[src/rtl/dmem_port_arbiter.sv]
// dmem_port_arbiter
//   Shares one data-memory port between the core load/store path (core_*)
//   and an external master (ext_*, e.g. debug or DMA loader).
//   - Core has fixed priority; ext wins once it has been denied EXT_MAX_WAIT
//     consecutive arbitration cycles.
//   - A busy memory (mem_miss_i) locks the port to the chosen requester; the
//     access is replayed from hold registers until the memory accepts it.
//   - Load data returns one cycle after acceptance, only to the requester
//     that owned the access.
// Ports
//   clk, rst_n                     clock, asynchronous active-low reset
//   core_req_i/we/be/addr/wdata    core request (held until core_gnt_o)
//   core_gnt_o, core_rvalid_o      core accept / core read data valid
//   core_rdata_o, core_stall_o     core read data / core pipeline stall
//   ext_req_i/we/be/addr/wdata     ext request, same handshake
//   ext_gnt_o, ext_rvalid_o        ext accept / ext read data valid
//   ext_rdata_o                    ext read data
//   mem_req_o/we/be/addr/wdata     memory request (be forced 0 on loads)
//   mem_rdata_i                    memory read data, cycle after accept
//   mem_miss_i                     memory busy, request not accepted
module dmem_port_arbiter #(
    parameter int EXT_MAX_WAIT = 4
) (
    input  logic        clk,
    input  logic        rst_n,
    input  logic        core_req_i,
    input  logic        core_we_i,
    input  logic [3:0]  core_be_i,
    input  logic [31:0] core_addr_i,
    input  logic [31:0] core_wdata_i,
    output logic        core_gnt_o,
    output logic        core_rvalid_o,
    output logic [31:0] core_rdata_o,
    output logic        core_stall_o,
    input  logic        ext_req_i,
    input  logic        ext_we_i,
    input  logic [3:0]  ext_be_i,
    input  logic [31:0] ext_addr_i,
    input  logic [31:0] ext_wdata_i,
    output logic        ext_gnt_o,
    output logic        ext_rvalid_o,
    output logic [31:0] ext_rdata_o,
    output logic        mem_req_o,
    output logic        mem_we_o,
    output logic [3:0]  mem_be_o,
    output logic [31:0] mem_addr_o,
    output logic [31:0] mem_wdata_o,
    input  logic [31:0] mem_rdata_i,
    input  logic        mem_miss_i
);

    localparam int CNT_W = $clog2(EXT_MAX_WAIT + 1);
    localparam logic [CNT_W-1:0] CNT_MAX = CNT_W'(EXT_MAX_WAIT);

    typedef enum logic {IDLE = 1'b0, MISS = 1'b1} state_t;

    state_t            state_reg, state_next;
    logic              owner_ext_reg;          // 1 = ext owns the held access
    logic [CNT_W-1:0]  wait_cnt_reg, wait_cnt_next;
    logic              hold_we_reg;
    logic [3:0]        hold_be_reg;
    logic [31:0]       hold_addr_reg;
    logic [31:0]       hold_wdata_reg;
    logic              core_rvalid_reg, ext_rvalid_reg;

    logic              ext_win;
    logic              sel_ext;
    logic              req_any;
    logic              accept;
    logic              latch_hold;
    logic              acc_we;
    logic [3:0]        acc_be;
    logic [31:0]       acc_addr;
    logic [31:0]       acc_wdata;

    // Arbitration and datapath selection
    always_comb begin
        ext_win    = ext_req_i & ((wait_cnt_reg == CNT_MAX) | ~core_req_i);
        sel_ext    = 1'b0;
        req_any    = 1'b0;
        acc_we     = 1'b0;
        acc_be     = 4'b0;
        acc_addr   = 32'b0;
        acc_wdata  = 32'b0;
        state_next = state_reg;
        latch_hold = 1'b0;

        if (state_reg == IDLE) begin
            sel_ext = ext_win;
            req_any = core_req_i | ext_req_i;
            if (req_any) begin
                acc_we    = sel_ext ? ext_we_i    : core_we_i;
                acc_be    = sel_ext ? ext_be_i    : core_be_i;
                acc_addr  = sel_ext ? ext_addr_i  : core_addr_i;
                acc_wdata = sel_ext ? ext_wdata_i : core_wdata_i;
            end
            if (req_any && mem_miss_i) begin
                latch_hold = 1'b1;
                state_next = MISS;
            end
        end else begin
            // Locked: replay the held access regardless of new requests
            sel_ext   = owner_ext_reg;
            req_any   = 1'b1;
            acc_we    = hold_we_reg;
            acc_be    = hold_be_reg;
            acc_addr  = hold_addr_reg;
            acc_wdata = hold_wdata_reg;
            if (!mem_miss_i) begin
                state_next = IDLE;
            end
        end

        // Combinational outputs are held low while reset is asserted
        accept = rst_n & req_any & ~mem_miss_i;
    end

    assign mem_req_o   = rst_n & req_any;
    assign mem_we_o    = mem_req_o & acc_we;
    assign mem_addr_o  = mem_req_o ? acc_addr  : 32'b0;
    assign mem_wdata_o = mem_req_o ? acc_wdata : 32'b0;

    // Byte enables only meaningful for stores
    generate
        for (genvar gi = 0; gi < 4; gi++) begin : g_be
            assign mem_be_o[gi] = mem_we_o & acc_be[gi];
        end
    endgenerate

    assign core_gnt_o   = accept & ~sel_ext;
    assign ext_gnt_o    = accept &  sel_ext;
    assign core_stall_o = rst_n & core_req_i & ~core_gnt_o;

    // Starvation counter only advances while arbitration actually happens
    always_comb begin
        wait_cnt_next = wait_cnt_reg;
        if (ext_gnt_o || !ext_req_i) begin
            wait_cnt_next = '0;
        end else if (state_reg == IDLE && wait_cnt_reg != CNT_MAX) begin
            wait_cnt_next = wait_cnt_reg + 1'b1;
        end
    end

    always_ff @(posedge clk or negedge rst_n) begin
        if (!rst_n) begin
            state_reg       <= IDLE;
            owner_ext_reg   <= 1'b0;
            wait_cnt_reg    <= '0;
            hold_we_reg     <= 1'b0;
            hold_be_reg     <= 4'b0;
            hold_addr_reg   <= 32'b0;
            hold_wdata_reg  <= 32'b0;
            core_rvalid_reg <= 1'b0;
            ext_rvalid_reg  <= 1'b0;
        end else begin
            state_reg       <= state_next;
            wait_cnt_reg    <= wait_cnt_next;
            core_rvalid_reg <= accept & ~sel_ext & ~acc_we;
            ext_rvalid_reg  <= accept &  sel_ext & ~acc_we;
            if (latch_hold) begin
                owner_ext_reg  <= sel_ext;
                hold_we_reg    <= acc_we;
                hold_be_reg    <= acc_be;
                hold_addr_reg  <= acc_addr;
                hold_wdata_reg <= acc_wdata;
            end
        end
    end

    // Memory read data is valid exactly in the rvalid cycle; route it to the owner only
    assign core_rvalid_o = core_rvalid_reg;
    assign ext_rvalid_o  = ext_rvalid_reg;
    assign core_rdata_o  = core_rvalid_reg ? mem_rdata_i : 32'b0;
    assign ext_rdata_o   = ext_rvalid_reg  ? mem_rdata_i : 32'b0;

endmodule

[config.mk]
export PLATFORM = sky130hd
export DESIGN_NAME = dmem_port_arbiter
export DESIGN_NICKNAME = d
export VERILOG_FILES = /design/src/rtl/dmem_port_arbiter.sv
export SDC_FILE = /design/constraint.sdc
export NUM_CORES = 1
export LEC_CHECK = 0
export CAP_MARGIN = 15
export CORE_ASPECT_RATIO = 0.75
export CORE_MARGIN = 2
export CORE_UTILIZATION = 38
export DETAILED_ROUTE_END_ITERATION = 7
export PLACE_DENSITY = 0.84
export SYNTH_ARGS = -nofsm -noshare
export SYNTH_HDL_FRONTEND = slang
export SYNTH_SLANG_ARGS = --single-unit
[constraint.sdc]
create_clock -name clk -period 4.8 [get_ports clk]
set_clock_uncertainty 0.15 [all_clocks]
set_input_delay 0.72 -clock clk [delete_from_list [all_inputs] [get_ports clk]]
set_output_delay 0.72 -clock clk [all_outputs]
set_load 0.005 [all_outputs]
==> results of run 1 <==
==> placed cells by master, fill, tap and decap left out, types with 3 or more instances in the layout <==
master / n
clkinvlp_4: 3
nor2_1: 5
and2_1: 65
o21ai_0: 75
nand2_1: 136
inv_1: 5
mux2i_1: 68
clkbuf_16: 9
clkdlybuf4s50_1: 312
and3_1: 7
dfrtp_1: 76
a221o_1: 4
buf_4: 6
o21ai_1: 59
nand2b_1: 5
==> final cells by class <==
| class | instances | area [um^2] | area share [%] |
|---|---|---|---|
| Tap cell | 166 | 207.7 | 2.509 |
| Multi-Input combinational cell | 447 | 2611 | 31.54 |
| Clock buffer | 10 | 239.0 | 2.887 |
| Inverter | 5 | 18.77 | 0.2267 |
| Antenna cell | 2 | 5.005 | 0.06045 |
| Sequential cell | 76 | 1902 | 22.97 |
| Timing Repair Buffer | 320 | 3208 | 38.75 |
| Clock inverter | 6 | 87.58 | 1.058 |
==> metal layers <==
layer	global-route usage (%)	up-vias
met4	8.259	0
met3	6.349	25
met1	27.93	2284
li1	-	2514
met2	42.11	189
met5	0	-
==> stage by stage <==
stage / cells / area [um^2] / util, %
global route: 1032 / 8279 / 66.80
finish: 1032 / 8279 / 66.80
global placement: 1014 / 7948 / 64.13
CTS: 1030 / 8274 / 66.76
floorplan: 572 / 4855 / -
detailed placement: 1014 / 7948 / 64.13
==> power groups by stage <==
stage	Sequential, mW	Clock, mW	Combinational, mW
after floorplan	0.800	0	0.275
after global placement	0.817	0	0.598
after detailed placement	0.821	0	0.609
after CTS	0.812	0.750	0.611
after global routing	0.830	0.778	0.665
final	0.813	0.731	0.603
==> critical path, cell delays in order <==
cell	delay, ps
clkdlybuf4s50_1	600
a21bo_4	300
nand2_8	360
buf_12	240
mux2i_1	120
o21ai_0	240
clkdlybuf4s50_1	560
==> how the worst max path moves through the flow <==
stage          startpoint        endpoint  slack (ps)  depth (start not counted)
3_3_place_gp   core_req_i  mem_wdata_o[7]         830                          7
3_5_place_dp   core_req_i  mem_wdata_o[0]         760                          7
4_1_cts        core_req_i  mem_wdata_o[0]         740                          7
5_1_grt         ext_req_i  mem_wdata_o[0]         640                          6
2_1_floorplan   ext_req_i     mem_be_o[0]        2260                          5
6_report       core_req_i  mem_wdata_o[0]         770                          7
==> cells by family (layout without fill, tap and decap cells) <==
kind of cell	Yosys count	in the layout	share of synthesized area [%]
other	0	2	0
and+or+nand+nor	230	230	22.84
adders and majority gates	2	2	0.5154
buffers and inverters	49	341	7.114
muxes	69	69	14.25
xor gates and xnor gates	1	1	0.1804
DFF	76	76	39.18
AOI/OAI and AO/OA	145	145	15.93
==> impl_metrics.yaml, run 1 <==
run_status:
  status: "complete, no violations"
timing:
  worst_pin_slew_ps: 1045
  slew_violations: 0
  fmax_mhz: 248.2
  finalWorstSetupSlack_ps: 770.7
  finalCritPeriodShare_pct: 83.94
  layout_min_cycle_time_ps: 4029
  setup-violations-final: 0
  slew-limit-headroom_pct: 30.35
  tns_ps: 0
  rsz0062_at_grt: "no"
  hold_viol_final: 0
  fin_hold_ws_ps: 183.3
detailed_routing:
  wl_met3_um: 1126
  wl_per_cell_um: 15.87
  first_iter_violations: 165
  drt_wl_total_um: 16370
  dr_total_vias: 5012
  top_layer: "met4"
  wl_met1_um: 6542
  drtPass1Iterations: 4
  drc: 0
  vias_per_cell: 4.857
  ant_nets: 0
  wl_met2_um: 8301
power:
  ir_drop_mv: 0.2475
  p_sw_share_pct: 26.65
  power_mw: 2.147
  intPower_mw: 1.575
  p_switching_mw: 0.5721
  p_per_area_nw_per_um2: 259.3
  pwr-share-seq_pct: 37.8
  p_leak_nw: 3.653
  p_comb_share_pct: 28.1
  pwr-share-clk_pct: 34.1
critical_path:
  critPathLaunchType: "input pin"
  reg2reg_from: "state_reg"
  crit_required_ps: 3930
  path_max_fanout: 44
  worstSetupPathType: "in2out"
  r2r-end: "hold_wdata_reg[18]"
  crit_arrival_ps: 3160
  rr_worst_depth: 4
  r2r_slack_ps: 2140
  crit_path_end_kind: "primary output"
logic_synthesis:
  yosysTopAreaCell: "dfrtp_1"
  synth_area_um2: 4855
  syn_area_per_cell_um2: 8.487
  synth-edff-count: 0
  synthTopCellsByCount: "137 x nand2_1, 76 x dfrtp_1, 75 x o21ai_0"
  ys.warnings.count: 0
  synth_top_area_share_pct: 39.18
  yosysMostFrequentCell: "nand2_1"
  yosys.cell_types.count: 33
  synth_top_cells_by_area: "dfrtp_1 39%, mux2i_1 14%, nand2_1 11%, and2_1 8.5%, o21ai_0 7.7%"
  synthCells: 572
  synthArstFlopShare_pct: 100.0
  synth_ff_type: "dfrtp_1"
  synth_nets: 749
  yosysSeqAreaShare_pct: 39.18
  synth_seq_cells: 76
clock_tree:
  cts_tree: "done"
  insertion_delay_ps: 320
  cts_buffers: 9
  cts_resized: 0
  root_buffer: "clkbuf_16"
  htreeDepth: 3
  path_clk_slew_ps: 60
  cts_sinks: 76
  ctsHoldBuffers: 0
  cts_buffer_depth: 2
  postCtsSetupRepairBufs: 0
die:
  core_area_um2: 12390
  initial_core_util_pct: 39.17
  die_w_um: 134.5
  io_pins: 314
  dieArea_um2: 13710
  dieHeight_um: 101.9
  num_rows: 35
placement:
  place_ws_ps: 759.6
  portBuffers: 313
  hpwl_um: 12640
  place.gp.congestion: 0.8343
global_route:
  grt.total_usage_pct: 23.65
  grt_max_degree: 95
  grt_pass1_wl_um: 25510
  grt-ovfl-total: 0
  grt_antenna_before_repair: 2
  first_global_vias: 4927
job:
  max-cap-violations: 0
cells_and_area:
  area_growth_pct: 70.54
  layout.nets: 1036
  drive_above_1_share_pct: 3.588
  fill_cells: 1042
min_path:
  hold_class: "in2async"
No activity file was read; power rests on OpenSTA's default activity.
==> run 2, diff against run 1 <==
--- a/config.mk
+++ b/config.mk
@@ -8,9 +8,9 @@
 export CAP_MARGIN = 15
 export CORE_ASPECT_RATIO = 0.75
 export CORE_MARGIN = 2
-export CORE_UTILIZATION = 38
+export CORE_UTILIZATION = 37
 export DETAILED_ROUTE_END_ITERATION = 7
-export PLACE_DENSITY = 0.84
+export PLACE_DENSITY = 0.82
 export SYNTH_ARGS = -nofsm -noshare
 export SYNTH_HDL_FRONTEND = slang
 export SYNTH_SLANG_ARGS = --single-unit
==> constraint.sdc (replaced) <==
create_clock -name clk -period 4.15 [get_ports clk]
set_clock_uncertainty 0.15 [all_clocks]
set_input_delay 0.6225 -clock clk [delete_from_list [all_inputs] [get_ports clk]]
set_output_delay 0.6225 -clock clk [all_outputs]
set_load 0.005 [all_outputs]
==> run 2 against run 1 <==
Compared with the run above:
- non-clock buffer count increased by 3
- clock power rose by 15%
- wire length increased by 0.45%
- via count shrank 0.14%
- design area rose by 0.24%
- setup slack lost 320 ps
- combinational power increased by 16%
- register-to-register slack worse by 320 ps
- sequential share of layout area is 0.055 points lower
- first-iteration DRC count rose by 29%
- hold slack worse by 140 ps
- global-route usage down 0.77 points
- critical endpoint is now mem_addr_o[8]
- highest routed layer unchanged
==> impl_metrics.yaml, run 2 (synthesis gave the netlist of run 1 again) <==
clock_tree:
  ctsHoldBuffers: 0
  root_buffer: "clkbuf_16"
  cts_resized: 0
  htreeDepth: 3
  cts_buffer_depth: 2
  cts_sinks: 76
  insertion_delay_ps: 330
  cts_tree: "done"
  path_clk_slew_ps: 60
  postCtsSetupRepairBufs: 0
  cts_buffers: 9
placement:
  dpl_cell_area_um2: 7976
  portBuffers: 313
  place.gp.congestion: 0.8190
  hpwl_um: 12540
timing:
  setup-violations-final: 0
  slew-limit-headroom_pct: 41.82
  worst_pin_slew_ps: 872.8
  layout_min_cycle_time_ps: 3698
  tns_ps: 0
  fmax_mhz: 270.4
  hold_viol_final: 0
  slew_violations: 0
  finalCritPeriodShare_pct: 89.11
  rsz0062_at_grt: "no"
power:
  ir_drop_mv: 0.1791
  p_per_area_nw_per_um2: 298.2
  p_leak_nw: 3.670
die:
  initial_core_util_pct: 37.68
  core_area_um2: 12880
  num_rows: 36
  dieArea_um2: 14060
  die_w_um: 136.3
  dieHeight_um: 103.2
  io_pins: 314
global_route:
  grt-ovfl-total: 0
  grt.total_usage_pct: 22.88
  first_global_vias: 4722
  grt_antenna_before_repair: 3
  grt_use_met3_pct: 7.115
  top_usage_layer: "met2"
  grt_use_met2_pct: 40.09
  grt_max_degree: 79
  grt_pass1_wl_um: 24750
  gr-usage-met1_pct: 26.76
cells_and_area:
  area_growth_pct: 70.95
  final_util_pct: 64.42
  fin_area_um2: 8299
  layout_common_cells: "312 x clkdlybuf4s50_1, 136 x nand2_1, 76 x dfrtp_1"
  layout.nets: 1039
  final_common_cell: "clkdlybuf4s50_1"
  drive_above_1_share_pct: 3.811
detailed_routing:
  ant_nets: 0
  drtPass1Iterations: 4
  drt_wl_total_um: 16450
  first_iter_violations: 213
  vias_per_cell: 4.813
  drc: 0
  dr_total_vias: 5005
  wl_per_cell_um: 15.82
critical_path:
  cp_slowest_cell: "clkdlybuf4s50_1"
  path_max_fanout: 29
  crit_path_end_kind: "primary output"
  crit_top_cell: "clkdlybuf4s50_1"
  crit_chain: "clkdlybuf4s50_1 -> a21bo_4 -> nand2_8 -> buf_12 -> mux2i_1 -> o21ai_0 -> clkdlybuf4s50_1"
  critPathLaunchType: "input pin"
  crit_arrival_ps: 2930
  worstSetupPathType: "in2out"
  crit_required_ps: 3380
  slowest_delay_ps: 620
run_status:
  status: "complete, no violations"
job:
  max-cap-violations: 0
min_path:
  hold_class: "in2async"
-- run 2: cell types whose count changed in the layout (fill, tap and decap cells not counted) --
cell and change:
buf_4 +3, clkbuf_8 -1, clkinv_4 +2, clkinvlp_4 -2
diode_2 +1
-- run 2: power breakdown --
part / internal, mW / total [mW] / switching (mW)
clock network: 0.524 / 0.838 / 0.314
registers: 0.865 / 0.939 / 0.0743
logic: 0.417 / 0.697 / 0.280
-- run 2: through the flow --
step	total power, mW	hold slack, ps	setup slack (ps)	std cells
after floorplan	1.243	176.9	1805	572
final	2.474	46.55	451.8	1040
after detailed placement	1.653	318.3	462.3	1022
after CTS	2.503	43.80	441.2	1037
after global routing	2.623	48.44	341.7	1040
after global placement	1.639	311.5	536.4	1022
-- run 2: area by class of cell --
| cell class | count | area (um^2) |
|---|---|---|
| clock inverter | 6 | 90.09 |
| sequential | 76 | 1902 |
| inverter | 5 | 18.77 |
| timing repair buffer | 323 | 3231 |
| fill | 1117 | 4583 |
| clock buffer | 9 | 225.2 |
| antenna | 3 | 7.507 |
| tap | 171 | 214.0 |
| multi-input combinational | 447 | 2611 |
-- run 2: final timing paths --
path | start | to | slack, ps | depth (start not counted)
max | core_req_i | mem_addr_o[8] | 450 | 7
min | rst_n | hold_wdata_reg[21] | 50 | 1
max reg2reg | state_reg | hold_addr_reg[15] | 1820 | 4
min reg2reg | hold_be_reg[3] | hold_be_reg[3] | 320 | 2
max in group asynchronous | rst_n | hold_wdata_reg[31] | 2770 | 2
min in group clk | hold_be_reg[3] | hold_be_reg[3] | 320 | 2
-- run 2: worst max-delay path, delay by kind of cell --
family	cells	cell delay [ps]
AND/OR/NAND/NOR	1	220
multiplexers	1	290
AO/OA/AOI/OAI	2	400
buffers and inverters	3	1380
-- run 2: per-layer routing --
layer  share of wire, %  wire [um]
met1                 40       6587
met2                 50       8247
met3                7.7       1268
met4                2.1        345
met5                  0          0
==> run 3, diff against run 2 <==
--- a/config.mk
+++ b/config.mk
@@ -11,6 +11,7 @@
 export CORE_UTILIZATION = 37
 export DETAILED_ROUTE_END_ITERATION = 7
 export PLACE_DENSITY = 0.82
+export RECOVER_POWER = 50
 export SYNTH_ARGS = -nofsm -noshare
 export SYNTH_HDL_FRONTEND = slang
 export SYNTH_SLANG_ARGS = --single-unit
==> run 3 against run 2 <==
Compared with the run above:
- flip-flop and latch count did not move
- wire length is 0.23% lower
- non-clock buffer count did not move
- die area unchanged
- clock power hardly changed
- sequential power is essentially flat
- via count up 0.20%
- sequential share of layout area about the same
- register-to-register slack lost 370 ps
- design area barely moved
- maximum frequency rose by 0.12%
- critical path type unchanged
- largest cell class unchanged
- largest power group unchanged
==> impl_metrics.yaml, run 3 (synthesis gave the netlist of run 1 again) <==
clock_tree:
  root_buffer: "clkbuf_16"
  cts_buffer_depth: 2
  postCtsSetupRepairBufs: 0
  cts_sinks: 76
  htreeDepth: 3
  cts_resized: 0
  ctsHoldBuffers: 0
  cts_buffers: 9
  cts_tree: "done"
  path_clk_slew_ps: 60
  insertion_delay_ps: 330
cells_and_area:
  fill_cells: 1119
  seq_area_um2: 1902
  final_cell_count_no_fill: 1040
  multiInputGateArea_um2: 2609
  fin_area_um2: 8294
  drive_above_1_share_pct: 3.811
  final_common_cell: "clkdlybuf4s50_1"
  area_growth_pct: 70.85
  layout_common_cells: "287 x clkdlybuf4s50_1, 136 x nand2_1, 98 x o21ai_0"
  layout.nets: 1039
critical_path:
  slowest_delay_ps: 620
  path_buf_inv: 3
  crit_required_ps: 3380
  crit_arrival_ps: 2920
  crit_chain: "clkdlybuf4s50_1 -> a21bo_4 -> nand2_8 -> buf_12 -> mux2i_1 -> o21ai_0 -> clkdlybuf4s50_1"
  crit_family: "buffers and inverters"
  critPathLaunchType: "input pin"
  path_max_fanout: 29
  cp_slowest_cell: "clkdlybuf4s50_1"
  crit_path_end_kind: "primary output"
  crit_top_cell: "clkdlybuf4s50_1"
  worstSetupPathType: "in2out"
timing:
  layout_min_cycle_time_ps: 3694
  fmax_mhz: 270.7
  slew-limit-headroom_pct: 6.518
  rsz0062_at_grt: "no"
  slew_violations: 0
  tns_ps: 0
  finalCritPeriodShare_pct: 89.01
  setup-violations-final: 0
  worst_pin_slew_ps: 1402
  hold_viol_final: 0
  finalWorstSetupSlack_ps: 456.2
global_route:
  grt-ovfl-total: 0
  grt_use_met3_pct: 7.115
  grt_max_degree: 79
  grt_pass1_wl_um: 24750
  first_global_vias: 4722
  top_usage_layer: "met2"
  grt.total_usage_pct: 22.88
  grt_use_met2_pct: 40.09
  gr-usage-met1_pct: 26.76
  grt_antenna_before_repair: 3
die:
  initial_core_util_pct: 37.68
  core_area_um2: 12880
  num_rows: 36
  dieHeight_um: 103.2
  die_w_um: 136.3
  dieArea_um2: 14060
  io_pins: 314
run_status:
  status: "complete, no violations"
placement:
  dpl_cell_area_um2: 7976
  place_ws_ps: 462.3
  place.gp.congestion: 0.8190
  portBuffers: 313
  hpwl_um: 12540
  placed_cells: 1022
detailed_routing:
  dr_total_vias: 5015
  drc: 0
  wl_per_cell_um: 15.78
  drtPass1Iterations: 4
  vias_per_cell: 4.822
  drt_wl_total_um: 16410
  first_iter_violations: 209
  ant_nets: 0
min_path:
  hold_class: "in2async"
power:
  power_mw: 2.463
  ir_drop_mv: 0.1784
  p_leak_nw: 3.748
  p_per_area_nw_per_um2: 297.0
job:
  max-cap-violations: 0
run 3: power breakdown:
part           switching [mW]  internal [mW]
logic                   0.277          0.410
clock network           0.313          0.524
registers              0.0743          0.865
run 3: area by class of cell:
type                    instances  share of cell area, %
diodes                          3                0.09051
inverters                       5                 0.2263
flip-flops and latches         76                  22.93
repair buffers                323                  38.92
clock inverters                 6                  1.086
multi-input cells             447                  31.45
clock buffers                   9                  2.715
well taps                     171                  2.580
run 3: per-layer routing:
metal	routed length, um	part of all wire (%)
met2	8279	50
met3	1299	7.9
met1	6500	40
met5	0	0
met4	331	2.0
run 3: worst paths after layout:
kind	startpoint	endpoint	slack (ps)	depth (start not counted)
worst max register to register	state_reg	hold_addr_reg[15]	1450	4
min in group clk	hold_be_reg[3]	hold_be_reg[3]	320	2
worst min-delay path	rst_n	hold_wdata_reg[25]	40	1
max in group asynchronous	rst_n	hold_addr_reg[4]	2150	2
worst min register to register	hold_be_reg[3]	hold_be_reg[3]	320	2
worst max-delay path	core_req_i	mem_addr_o[15]	460	7
run 3: through the flow:
stage                     hold slack, ps  util [%]
after floorplan                    176.9         -
after CTS                          43.80     64.36
after detailed placement           318.3     61.92
after global routing               48.31     64.38
after global placement             311.5     61.92
final                              43.21     64.38
